<file path="src/rtl/fir_cnn_pkg.sv">
// Shared types and helpers for the CNN pooling stage: pool-mode and FSM
// state encodings, plus the reciprocal constant used for averaging.
package fir_cnn_pkg;

    typedef enum logic {
        POOL_AVG = 1'b0,
        POOL_MAX = 1'b1
    } pool_mode_t;

    typedef enum logic [1:0] {
        S_ACCUM = 2'd0,
        S_DIV   = 2'd1,
        S_CALC  = 2'd2,
        S_OUT   = 2'd3
    } pool_state_t;

    // round(2^recip_bits / num_samples), computed in 64-bit unsigned.
    function automatic longint unsigned calc_recip(input int unsigned num_samples,
                                                   input int unsigned recip_bits);
        longint unsigned scale;
        longint unsigned half;
        scale = 64'd1 << recip_bits;
        half  = 64'(num_samples / 32'd2);
        return (scale + half) / 64'(num_samples);
    endfunction

endpackage

</file>
<file path="src/rtl/gap_pool_channel.sv">
// One pooling channel: running sum and running signed maximum, followed by
// a registered reciprocal multiply and a registered shift/select stage.
// Optional macro GAP_POOL_MC_ROUND_EN: average rounds half up instead of
// flooring.
module gap_pool_channel
    import fir_cnn_pkg::*;
#(
    parameter int NUM_SAMPLES = 56,
    parameter int WORD_SIZE   = 16,
    parameter int RECIP_BITS  = 24
) (
    input  logic                        clk,
    input  logic                        rst_n,
    input  logic                        load,
    input  logic                        add,
    input  logic                        div_en,
    input  logic                        calc_en,
    input  pool_mode_t                  mode,
    input  logic signed [WORD_SIZE-1:0] sample,
    output logic signed [WORD_SIZE-1:0] result
);

    localparam int ACC_W   = WORD_SIZE + $clog2(NUM_SAMPLES);
    localparam int RECIP_W = RECIP_BITS + 1;
    localparam int PROD_W  = ACC_W + RECIP_BITS + 2;
    localparam logic [RECIP_W-1:0] RECIP = RECIP_W'(calc_recip(NUM_SAMPLES, RECIP_BITS));
`ifdef GAP_POOL_MC_ROUND_EN
    localparam logic signed [PROD_W-1:0] RND = PROD_W'(64'd1 << (RECIP_BITS - 1));
`else
    localparam logic signed [PROD_W-1:0] RND = '0;
`endif

    logic signed [ACC_W-1:0]     acc_r;
    logic signed [WORD_SIZE-1:0] max_r;
    logic signed [PROD_W-1:0]    prod_r;
    logic signed [WORD_SIZE-1:0] result_r;
    logic signed [ACC_W-1:0]     sample_ext_s;
    logic signed [PROD_W-1:0]    acc_ext_s;
    logic signed [PROD_W-1:0]    recip_ext_s;
    logic signed [PROD_W-1:0]    rounded_s;
    logic signed [WORD_SIZE-1:0] avg_word_s;

    // Sign extension of operands and the rounding/shift of the product.
    always_comb begin
        sample_ext_s = ACC_W'(sample);
        acc_ext_s    = PROD_W'(acc_r);
        recip_ext_s  = $signed(PROD_W'(RECIP));
        rounded_s    = prod_r + RND;
        avg_word_s   = WORD_SIZE'(rounded_s >>> RECIP_BITS);
    end

    // Accumulate/max per beat, multiply in the divide cycle, select in calc.
    always_ff @(posedge clk) begin
        if (!rst_n) begin
            acc_r    <= '0;
            max_r    <= '0;
            prod_r   <= '0;
            result_r <= '0;
        end else begin
            if (load) begin
                acc_r <= sample_ext_s;
                max_r <= sample;
            end else if (add) begin
                acc_r <= acc_r + sample_ext_s;
                if (sample > max_r) begin
                    max_r <= sample;
                end
            end
            if (div_en) begin
                prod_r <= acc_ext_s * recip_ext_s;
            end
            if (calc_en) begin
                result_r <= (mode == POOL_MAX) ? max_r : avg_word_s;
            end
        end
    end

    assign result = result_r;

endmodule

</file>
<file path="src/rtl/gap_pool_mc_layer.sv">
// Multi-channel global average/max pooling layer. A shared FSM and sample
// counter sequence NUM_CHANNELS gap_pool_channel instances.
// Optional macro GAP_POOL_MC_ROUND_EN (see gap_pool_channel).
module gap_pool_mc_layer
    import fir_cnn_pkg::*;
#(
    parameter int NUM_CHANNELS = 3,
    parameter int NUM_SAMPLES  = 56,
    parameter int WORD_SIZE    = 16,
    parameter int INT_BITS     = 8,
    parameter int RECIP_BITS   = 24
) (
    input  logic                                   clk_i,
    input  logic                                   reset_i,
    input  logic                                   mode_i,
    input  logic                                   valid_i,
    output logic                                   ready_o,
    input  logic [NUM_CHANNELS-1:0][WORD_SIZE-1:0] data_i,
    output logic                                   valid_o,
    input  logic                                   yumi_i,
    output logic [NUM_CHANNELS-1:0][WORD_SIZE-1:0] data_o
);

    // INT_BITS only documents the fixed-point format; the datapath is
    // format-agnostic because averaging preserves the binary point.
    localparam int FRAC_BITS = WORD_SIZE - INT_BITS;
    localparam int CNT_W     = $clog2(NUM_SAMPLES + 1);

    pool_state_t state_r;
    pool_state_t state_nxt_s;
    logic [CNT_W-1:0] count_r;
    pool_mode_t mode_r;
    logic ready_r;
    logic valid_r;
    logic accept_s;
    logic first_s;
    logic later_s;
    logic last_s;

    // Input handshake decode against the registered ready.
    always_comb begin
        accept_s = valid_i & ready_r;
        first_s  = accept_s & (count_r == '0);
        later_s  = accept_s & (count_r != '0);
        last_s   = accept_s & (count_r == CNT_W'(NUM_SAMPLES - 1));
    end

    // Next-state logic: accumulate, one divide cycle, one calc cycle, hold.
    always_comb begin
        state_nxt_s = state_r;
        case (state_r)
            S_ACCUM: begin
                if (last_s) begin
                    state_nxt_s = S_DIV;
                end else begin
                    state_nxt_s = S_ACCUM;
                end
            end
            S_DIV:   state_nxt_s = S_CALC;
            S_CALC:  state_nxt_s = S_OUT;
            S_OUT: begin
                if (yumi_i) begin
                    state_nxt_s = S_ACCUM;
                end else begin
                    state_nxt_s = S_OUT;
                end
            end
            default: state_nxt_s = S_ACCUM;
        endcase
    end

    // State, counter, mode latch and registered handshake outputs.
    always_ff @(posedge clk_i) begin
        if (!reset_i) begin
            state_r <= S_ACCUM;
            count_r <= '0;
            mode_r  <= POOL_AVG;
            ready_r <= 1'b1;
            valid_r <= 1'b0;
        end else begin
            state_r <= state_nxt_s;
            ready_r <= (state_nxt_s == S_ACCUM);
            valid_r <= (state_nxt_s == S_OUT);
            if (accept_s) begin
                count_r <= count_r + CNT_W'(1);
            end else if ((state_r == S_OUT) && yumi_i) begin
                count_r <= '0;
            end
            if (first_s) begin
                mode_r <= pool_mode_t'(mode_i);
            end
        end
    end

    assign ready_o = ready_r;
    assign valid_o = valid_r;

    for (genvar c = 0; c < NUM_CHANNELS; c++) begin : g_chan
        gap_pool_channel #(
            .NUM_SAMPLES (NUM_SAMPLES),
            .WORD_SIZE   (WORD_SIZE),
            .RECIP_BITS  (RECIP_BITS)
        ) u_chan (
            .clk     (clk_i),
            .rst_n   (reset_i),
            .load    (first_s),
            .add     (later_s),
            .div_en  (state_r == S_DIV),
            .calc_en (state_r == S_CALC),
            .mode    (mode_r),
            .sample  (data_i[c]),
            .result  (data_o[c])
        );
    end

    // Keeps the fraction-width parameter referenced for readers and lint.
    logic unused_frac_s;
    assign unused_frac_s = (FRAC_BITS > 0);

endmodule

</file>
<file path="config.mk">
export PLATFORM = sky130hd
export DESIGN_NAME = gap_pool_mc_layer
export DESIGN_NICKNAME = d
export VERILOG_FILES = /design/src/rtl/fir_cnn_pkg.sv /design/src/rtl/gap_pool_channel.sv /design/src/rtl/gap_pool_mc_layer.sv
export SDC_FILE = /design/constraint.sdc
export NUM_CORES = 2
export LEC_CHECK = 0
export ABC_AREA = 0
export CORE_UTILIZATION = 28
export DETAILED_ROUTE_END_ITERATION = 8
export GPL_TIMING_DRIVEN = 0
export SLEW_MARGIN = 20
export SYNTH_ARGS = -nofsm -noshare
export SYNTH_HDL_FRONTEND = slang
export SYNTH_SLANG_ARGS = --single-unit
</file>
<file path="constraint.sdc">
create_clock -name clk_i -period 7.53 [get_ports clk_i]
set_input_delay 1.506 -clock clk_i [delete_from_list [all_inputs] [get_ports clk_i]]
set_output_delay 1.506 -clock clk_i [all_outputs]
set_load 0.01 [all_outputs]
</file>
**Word level (Yosys, flattened, before mapping)**

Cells that the tools add are included.

- Add/subtract/negate cells: 4
- Multiply operators: 3
- $lt $le $gt $ge: 3
- Equality and inequality tests: 5
- Mux-type cells: 23
- Bitwise logic cells: 4
- Reduce and logical (&&, ||, !) cells: 13

Operators with widths:

| kind | number |
|---|---|
| 16-bit two-way mux | 12 |
| 22-bit two-way mux | 6 |
| 22-bit by 20-bit multiplier with 40-bit output (second input constant) | 3 |
| 22-bit by 16-bit adder with 22-bit output | 3 |
| 16-bit greater-than comparator | 3 |
| 6-bit two-way mux | 2 |
| 2-bit nonzero test | 5 |
| 2-bit one-hot mux with 4 select lines | 1 |
| 6-bit by 1-bit adder with 6-bit output (second input constant) | 1 |
| 2-bit == test (second input constant) | 3 |
| 6-bit == test (second input constant) | 1 |
| 6-bit logical NOT | 1 |
| 2-bit AND reduction | 3 |
| 6-bit nonzero test | 1 |
| 1-bit AND | 4 |
| 2-bit logical NOT | 2 |
| 2-bit by 1-bit == test with 1-bit output (second input constant) | 1 |
| 2-bit two-way mux | 1 |
| 1-bit logical AND | 1 |
| 1-bit two-way mux | 1 |

- Register bits: 293
- Bits of input ports: 53
- Output and inout bits: 50
- Word-level logic and storage cells: 72

**Longest topological paths before layout**

- Depth in word-level cells: 5
- Depth in mapped cells: 24
- Depth with buffers taken out: 23

**Cells and area by module**

Synthesis repeated with hierarchy kept, for this count alone.

- Cells, all modules: 3633
- Area, all modules: 30937.2 µm²

Modules (own cells, without submodules):

| module | instances | cells an instance | area each (µm²) | seq. area each (µm²) |
|---|---|---|---|---|
| gap_pool_channel at g_chan[0].u_chan | 1 | 1217 | 10317.4 | 1401.3 |
| gap_pool_channel at g_chan[2].u_chan | 1 | 1195 | 10147.2 | 1401.3 |
| gap_pool_channel at g_chan[1].u_chan | 1 | 1163 | 9957.0 | 1401.3 |
| gap_pool_mc_layer | 1 | 58 | 515.5 | 220.2 |

**Least setup slack after synthesis**

OpenSTA, ideal clock, no wires.

- Kind: register to register
- From: register g_chan[2].u_chan.acc_r[21]
- To: register g_chan[2].u_chan.prod_r[38]
- Library setup time: 70 ps
- Data arrival time: 5758 ps
- Required time: 7460 ps
- Setup slack: 1702 ps
- Stages on the path, launching flop included: 19
- Path buffers: 1
- Clock period less this slack: 5828 ps
- Cells stage by stage: dfxtp_1 -> clkbuf_1 -> clkinv_1 -> fa_1 -> xnor2_1 -> xnor2_1 -> fa_1 -> inv_1 -> fa_1 -> inv_1 -> ha_1 -> nand3_1 -> or3_1 -> a311o_1 -> nand2_1 -> a41o_1 -> a21oi_1 -> xor2_1 -> a21oi_1

- Word-level cells in the longest chain between the ends: 1

Ends and longest elaborated chain:

| what | RTL line | text |
|---|---|---|
| start: declaration | gap_pool_channel.sv:33 | `logic signed [ACC_W-1:0] acc_r;` |
| start signal: assignment | gap_pool_channel.sv:61 | `acc_r <= sample_ext_s;` |
| start signal: assignment | gap_pool_channel.sv:64 | `acc_r <= acc_r + sample_ext_s;` |
| 22-bit by 20-bit multiplier with 40-bit output | gap_pool_channel.sv:70 | `prod_r <= acc_ext_s * recip_ext_s;` |
| end signal: assignment | gap_pool_channel.sv:70 |  |
| end: declaration | gap_pool_channel.sv:35 | `logic signed [PROD_W-1:0] prod_r;` |

Every way passes these cells.
A chain may end at the register's enable or synchronous reset.

**Worst setup path in the final report**

- From: register g_chan[2].u_chan.acc_r[18]
- To: register g_chan[2].u_chan.prod_r[39]

Same word-level chain as after synthesis.

==> key figures <==
Clock tree
  • CTS Sinks: between 200 and 250
  • Reg clk slew, reported paths: 0.07 ns
  • CTS Buf Count: 24
  • Clk Latency, worst-skew pair: 0.57 ns
  • Post-CTS setup buffer count: 0
  • Clock Path Buffers: 3
  • Root buffer cell: clkbuf_16
  • CTS tree: yes
  • Hold buffer count at cts: 0
  • H-tree depth: 1
  • Post-CTS resize count: 0

Critical path
  • Critical Path Slowest Stage Cell: dfxtp_1
  • Setup Crit Path Kind: register to register
  • WP buf/inv: 4
  • Max Fanout on Critical Path: 7
  • CP Cell Sequence: ha_1, ha_1, fa_1, inv_1, fa_1, inv_1, fa_1, inv_1, fa_1, inv_1, ha_1, a21o_1, a21o_1, a2111o_1, a2111oi_2, a221oi_2, a21o_1, a41oi_2, a21oi_2, xnor2_1, o21ai_1
  • Slowest stage delay, CP: roughly 0.73 ns
  • Critical path arrival: 7.03 ns
  • Top cell family by delay on the critical path: adder cells
  • Crit path capture type: register
  • Startpoint Class: register
  • Crit path required time: 7.96 ns

Synthesis
  • Largest area contributor in the netlist: fa_1
  • Synth top cells by count: inv_1, ha_1, fa_1, nor2_1, dfxtp_1
  • Syn Nets: 4249
  • Netlist cell types: 89
  • Yosys reg bits: 221
  • Multiplexer share of the synthesized area: 0.0396
  • Avg Inst Size Synth: 8.63 sq um
  • Sequential area share after synthesis: 0.149
  • Mapped cell area: 0.0296 sq mm
  • Post-Synth Simple-Gate Area: 0.107
  • Ys flop type: dfxtp_1
  • Post-synth EDFFs: 0
  • Adder-Cell Fraction of Synth Area: 0.404
  • Most common cell in the netlist: inv_1
  • Compound-Gate Fraction of Synth Area: 0.156
  • XOR/XNOR Fraction of Synth Area: 0.0429
  • Synth top area cells: fa_1, ha_1, dfxtp_1
  • Mapped Cells: 3432
  • Top-area cell type share of the netlist area: 0.217
  • Largest family of logic cells by synthesized area: adder cells
  • Ys Warns: 0
  • Asr flop ratio synth: 0

GRT
  • Largest net degree at the start of global routing: 28
  • Grt total ovfl: 0
  • Initial antenna violation count: 9
  • Global Route Usage Sum: 0.179
  • First-pass GRT wire length: 147000 um
  • Vias in the first global route: 24186

Placement
  • Port bufs: between 100 and 150
  • RD Place Congestion: around 0.95
  • Dpl cell area: 0.0324 sq mm
  • DP HPWL: 79500 um
  • Placed cells: 4915

Floorplanning
  • Rows: approximately 120
  • Die Height: 327 um
  • I/O pin count: 103
  • Initial Utilization: 0.284
  • Die area: 0.107 sq mm
  • Die width: 327 um
  • Core Box Area: 0.104 sq mm

Detailed routing
  • WL final: 96300 um
  • First-pass DRT Iterations: 5
  • Via count: 24762
  • WL per Instance: 19.4 um
  • Met3 WL: 8650 um
  • Met1 wire length: 44300 um
  • Met2 Wirelength: 41900 um
  • Vias/cell: 4.99
  • Post-route ant nets: 0
  • Residual DRC: 0
  • Top sig layer: met5
  • DRT iter0 DRCs: 2038

Final layout
  • Share of layout cells above drive strength 1: 0.0226
  • Nets: between 4000 and 5000
  • Final std cells w/o fill: about 5000
  • Design area: around 0.033 sq mm
  • Area Overhead vs Synth: 12.3%
  • Fillers: 11111

Power and ir drop
  • PD cells: around 410 mW/mm^2
  • Total power draw: 13.7 mW
  • Peak VDD IR: ~0.34 mV
  • Leakage: 15.5 nW

Outcome
  • Run status: complete, no violations

STA
  • F_max: 151 MHz
  • Fin Clk Skew: 0.0162 ns
  • Tmin final: approximately 6.6 ns
  • Slew Viols, Final: 0
  • Slew headroom: 0.217
  • Final hold slack: about 0.45 ns
  • Total negative slack: 0 ns
  • Final Cycle Share: 0.877
  • Final Hold Vio Count: 0
  • RSZ-0062 raised after global routing: false
  • Measured slew at the worst slew-check pin: 1.17 ns
  • # setup viols final: 0

Job
  • Max-cap violations: 0

Min path
  • Hold WC Path Type: register to register
-- state kept, by name (all words and copies together), names as in the netlist --
name and flops:
state_r 2, mode_r 1, g_chan.u_chan.acc_r 66, ready_o 1, valid_o 1, g_chan.u_chan.max_r 48, g_chan.u_chan.prod_r 48, g_chan.u_chan.result 48
count_r 6
-- placed cells by master (no fill, tap or decap), types with 27 or more instances in the layout --
cell type	n
nor2b_1	27
clkbuf_1	94
dfxtp_1	221
nor2_1	222
ha_1	443
nand2_1	218
a21oi_1	193
clkdlybuf4s50_1	102
nand3_1	58
o21ai_0	137
mux2i_1	115
inv_1	678
a21o_1	67
nand4_1	29
xor2_1	48
nor3_1	29
xnor2_1	97
fa_1	321
a311oi_1	29
a211oi_1	80
-- layer usage --
metal / track usage / vias up
met5: 0 / -
met4: 0.0258 / 12
met2: 0.278 / 808
met1: 0.260 / 12102
li1: - / 11725
met3: 0.0363 / 115
-- logic make-up after synthesis --
family                   count (synthesis)
buffers and inverters                  794
adder cells (fa/ha/maj)                764
AO/OA/AOI/OAI                          702
AND/OR/NAND/NOR                        689
flip-flops                             221
XOR/XNOR                               145
multiplexers                           117
-- final timing paths --
check                                                                 to  slack [ns]                                      from  depth (start not counted)
worst min-delay path            g_chan[1].u_chan.prod_r[36]$_SDFFE_PN0N_        0.45  g_chan[1].u_chan.prod_r[36]$_SDFFE_PN0N_                          2
worst max register to register  g_chan[2].u_chan.prod_r[39]$_SDFFE_PN0N_        0.93   g_chan[2].u_chan.acc_r[18]$_SDFFE_PN0P_                         21
worst min register to register  g_chan[1].u_chan.prod_r[36]$_SDFFE_PN0N_        0.45  g_chan[1].u_chan.prod_r[36]$_SDFFE_PN0N_                          2
worst max-delay path            g_chan[2].u_chan.prod_r[39]$_SDFFE_PN0N_        0.93   g_chan[2].u_chan.acc_r[18]$_SDFFE_PN0P_                         21
-- power breakdown --
part           total, mW  leakage [nW]  internal (mW)  switching (mW)
clock network       1.35         0.411          0.791           0.562
logic               10.8          13.3           4.32            6.49
registers           1.52          1.81           1.29           0.234
-- per-stage QoR --
stage / util / setup slack, ns
after floorplan: - / 1.70
after global placement: 0.311 / 0.476
after detailed placement: 0.311 / 0.978
after CTS: 0.319 / 0.949
after global routing: 0.319 / 0.660
final: 0.319 / 0.929
-- cell type report --
| cell class | instances | area (sq um) | area share |
|---|---|---|---|
| Multi-Input combinational cell | 2417 | 22200 | 0.668 |
| Sequential cell | 221 | 4420 | 0.133 |
| Inverter | 681 | 2560 | 0.0770 |
| Tap cell | 1380 | 1730 | 0.0519 |
| Timing Repair Buffer | 103 | 1040 | 0.0313 |
| Clock buffer | 30 | 654 | 0.0197 |
| Buffer | 113 | 438 | 0.0132 |
| Clock inverter | 13 | 205 | 0.00617 |
| Antenna cell | 2 | 5.00 | 0.000150 |
-- worst reg2reg max path, stage by stage (launching register included) --
cell	delay (ns)
dfxtp_1	0.73
ha_1	0.38
ha_1	0.39
fa_1	0.56
inv_1	0.05
fa_1	0.47
inv_1	0.05
fa_1	0.47
inv_1	0.05
fa_1	0.47
inv_1	0.05
ha_1	0.34
a21o_1	0.20
a21o_1	0.21
a2111o_1	0.47
a2111oi_2	0.44
a221oi_2	0.17
a21o_1	0.23
a41oi_2	0.26
a21oi_2	0.09
xnor2_1	0.32
o21ai_1	0.09
(Power assumes the default switching activity.)
